[config.mk]
export PLATFORM = sky130hd
export DESIGN_NAME = ofifo_collect
export DESIGN_NICKNAME = d
export VERILOG_FILES = /design/src/rtl/ofifo_collect.sv
export SDC_FILE = /design/constraint.sdc
export NUM_CORES = 2
export LEC_CHECK = 0
export BUFFER_PORTS_ARGS = -buffer_cell sky130_fd_sc_hd__buf_2
export CAP_MARGIN = 5
export CORE_MARGIN = 3
export CORE_UTILIZATION = 55
export DETAILED_ROUTE_END_ITERATION = 10
export GPL_ROUTABILITY_DRIVEN = 1
export HOLD_SLACK_MARGIN = 0.1
export PLACE_DENSITY = 0.76
export SETUP_SLACK_MARGIN = 0.15
export SYNTH_ARGS = -nofsm -noshare
export SYNTH_HDL_FRONTEND = slang
export SYNTH_SLANG_ARGS = --single-unit
[constraint.sdc]
create_clock -name clk -period 6.4 [get_ports clk]
set_input_delay 0.32 -clock clk [delete_from_list [all_inputs] [get_ports clk]]
set_output_delay 0.32 -clock clk [all_outputs]
set_load 0.1 [all_outputs]
[src/rtl/ofifo_collect.sv]
// ofifo_collect: per-column psum FIFO lanes presenting complete rows first-word-fall-through
module ofifo_collect #(
  parameter int col     = 8,
  parameter int bw_psum = 22,
  parameter int depth   = 16,
  parameter int ptr_w   = 4
) (
  input  logic                   clk,
  input  logic                   reset,
  input  logic [col*bw_psum-1:0] in,
  input  logic [col-1:0]         wr,
  input  logic                   rd,
  output logic [col*bw_psum-1:0] out,
  output logic                   o_valid,
  output logic                   o_full,
  output logic                   o_ready,
  output logic                   o_overflow
);
  logic [col-1:0] empty, full, we, drop;
  logic pop;
  assign o_valid = ~|empty;
  assign o_full  = |full;
  assign o_ready = ~o_full;
  assign pop     = rd & o_valid;
  genvar g;
  for (g = 0; g < col; g++) begin : lane
    logic [ptr_w:0] wptr, rptr;
    logic [bw_psum-1:0] mem [depth];
    assign empty[g] = wptr == rptr;
    assign full[g]  = (wptr[ptr_w-1:0] == rptr[ptr_w-1:0]) & (wptr[ptr_w] != rptr[ptr_w]);
    // a full lane frees its head slot when the row pops in the same cycle
    assign we[g]    = wr[g] & (~full[g] | pop);
    assign drop[g]  = wr[g] & full[g] & ~pop;
    always_ff @(posedge clk)
      if (we[g]) mem[wptr[ptr_w-1:0]] <= in[g*bw_psum +: bw_psum];
    always_ff @(posedge clk) begin
      if (reset) begin
        wptr <= '0;
        rptr <= '0;
      end else begin
        if (we[g]) wptr <= wptr + 1'b1;
        if (pop) rptr <= rptr + 1'b1;
      end
    end
    assign out[g*bw_psum +: bw_psum] = o_valid ? mem[rptr[ptr_w-1:0]] : '0;
  end
  always_ff @(posedge clk) begin
    if (reset) o_overflow <= 1'b0;
    else if (|drop) o_overflow <= 1'b1;
  end
endmodule

==> qor.csv <==
metric;value;unit
outcome;complete, no violations;
reg2reg_to;lane[3].mem[3][15];
clk-insertion-delay-late;0.95;ns
dp_cells;7908;
fmax;181;MHz
crit_type;flip-flop to output pin;
critPathMaxFanout;90;
cpMostUsedCell;buf_4;
finalSetupViolations;0;
cts.clk_slew.worst_paths;0.06;ns
ys_top_cells_by_area;edfxtp_1, mux4_2, dfxtp_1;
nets;5960;
report.final.slew_viol_count;0;
holdPathStages;2;
areaGrowthSynthToFinish;15.6;%
start_kind;flip-flop;
drive_above_1_share;0.341;
gp_congestion;0.775;
syn_inst;4981;
place_area;0.119;mm2
hp-class;input port to flip-flop;
grt_first_pass_wirelength;384000;um
cpPeakStageDelay;0.81;ns
power.density;301;mW/mm2
cts_root_buf;clkbuf_16;
layout_commonest_cell;edfxtp_1;
stdcell_count;8648;
core;0.204;mm2
syn-num-nets;5208;
dieHeight;460;um
grt_overflow_total;0;
grt.total_usage;0.249;
final_util;0.643;
start_util;0.557;
synth_top_area_frac;0.746;
firstDrtPassIters;5;
dp_hpwl;135000;um
cap_violations;0;
skew;0.0769;ns
ys_seq_elements;2929;
synth_warnings;0;
holdCritStartpoint;in[94];
synth_top_area_cell;edfxtp_1;
drc;0;
routed_wl;261000;um
leakage;41.1;nW
first_global_vias;57041;
synth.avg_cell_area;22.7;um2
mostFrequentLayoutCells;edfxtp_1, mux4_2, buf_2;
numCtsBuffers;307;
crit_path_end_kind;output pin;
wire_per_inst;30.1;um
r2r_cells;10;
cp.arrival;5.19;ns
worst_pin_slew;1.24;ns
dieArea;0.211;mm2
htree_levels;5;
cts_setup_buffers;0;
required;6.08;ns
dr_total_vias;54769;
fp.dieW;460;um
final_area;0.131;mm2
crit_path_top_delay_cell;or4_4;
cp_cell_sequence;xor2_1 -> nor4_1 -> buf_4 -> a22o_1 -> or4_4 -> inv_8 -> buf_4 -> and2_1 -> buf_2;
clock_path_buffers;4;
synthDistinctLibCells;40;
cts_tree;done;
hold-path-endpoint;lane[4].mem[3][6];
port_buffers;366;
clock-sinks;2929;
rsz0062_at_grt;no;
post_cts_resized;0;
tns;0;ns
period_minus_slack;5.51;ns
power;39.4;mW
ant_nets;0;
vias_per_cell;6.33;
crit_path_start;lane[3].wptr[2];
rows;165;
relSlewSlack;0.173;
num_io_pins;367;
r2r-start;lane[3].wptr[2];
grt_max_degree;91;
first_iter_violations;6491;
period_share;0.861;
peakVddDrop;349;uV
netlist_area;0.113;mm2
antenna_found_initial;37;
ys_seq_area_frac;0.766;
reg2reg_slack;1.18;ns
hold_violations;0;
[kinds of logic (layout without fill, tap and decap cells)]
group                    Yosys count  after routing  synth area share
AO/OA/AOI/OAI                    142            142           0.00763
flip-flops                      2929           2929             0.766
multiplexers                     912            912             0.178
buffers and inverters            319           1289            0.0118
other                              0             25                 0
AND/OR/NAND/NOR                  599            599            0.0287
XOR/XNOR                          40             40           0.00309
adder cells (fa/ha/maj)           40             40           0.00442
[sequential cells by signal, indices dropped and copies added (netlist names), named ones only]
name,count
lane.mem,2816
lane.rptr,40
lane.wptr,40
o_overflow,1
[per-layer routing]
metal	part of all wire	wire (um)	track usage
met3	0.092	24000	0.0546
met2	0.50	130000	0.401
met1	0.37	97300	0.340
met5	0.00038	100	0
met4	0.034	8860	0.0892
[worst max path at each step]
stage / slack, ns / end / depth (start not counted)
global placement: 1.51 / lane[3].mem[2][16] / 10
floorplan: 1.76 / lane[3].mem[3][0] / 11
finish: 0.89 / out[101] / 9
detailed placement: 1.27 / lane[3].mem[3][16] / 10
global route: 0.67 / out[86] / 9
CTS: 0.83 / out[101] / 9
[cell usage after synthesis]
cell	n
a31o_2	8
nand2_1	80
clkbuf_2	5
or4_4	1
ha_1	40
a22oi_1	8
nor2b_1	24
and3_1	8
nor2_1	49
edfxtp_1	2816
inv_2	1
o21ai_1	4
nand3_1	51
a21oi_1	41
or3_1	21
o211ai_1	8
buf_2	39
and2_1	176
mux2i_1	8
a22o_1	4
nor4_1	40
nor3_1	96
buf_6	5
nand2b_1	32
nand4_1	17
a21oi_2	8
clkbuf_1	170
o22ai_1	1
dfxtp_1	113
buf_4	12
o31ai_1	3
buf_1	52
or2_2	1
inv_1	35
or4_1	3
xor2_1	40
mux4_2	880
a311oi_1	8
mux2_2	24
o21ai_0	49
[report_power, final]
group	internal, mW	leakage (nW)	switching [mW]	total [mW]
registers	21.2	26.4	0.0727	21.3
logic	0.354	10.1	0.652	1.01
clock network	10.1	4.68	7.03	17.1
total	31.7	41.1	7.75	39.4
[per-stage QoR]
stage                     worst slack (ns)  hold slack (ns)
final                                0.890            0.305
after CTS                            0.834            0.228
after global routing                 0.669            0.281
after floorplan                       1.76            0.419
after global placement                1.51            0.437
after detailed placement              1.27            0.444
[layout make-up]
| class | count | area (um2) |
|---|---|---|
| Clock buffer | 369 | 8070 |
| Multi-Input combinational cell | 1733 | 25900 |
| Timing Repair Buffer | 726 | 5050 |
| Clock inverter | 158 | 1520 |
| Inverter | 36 | 143 |
| Tap cell | 2672 | 3340 |
| Antenna cell | 25 | 62.6 |
| Fill cell | 12912 | 72600 |
| Sequential cell | 2929 | 86900 |
[worst max-delay path: cells and delay by family, from the launching register on]
kind	cells	cell delay (ns)
simple gates	3	1.17
compound gates	1	0.23
xor+xnor	1	0.20
buf+inv	4	1.90
flops	1	0.66
[timing repair]
action                                  4_1_cts  5_1_grt
endpoints found under the setup margin        0        0
hold buffers                                188        0
endpoints found under the hold margin      2896        0
(Power assumes the default switching activity.)
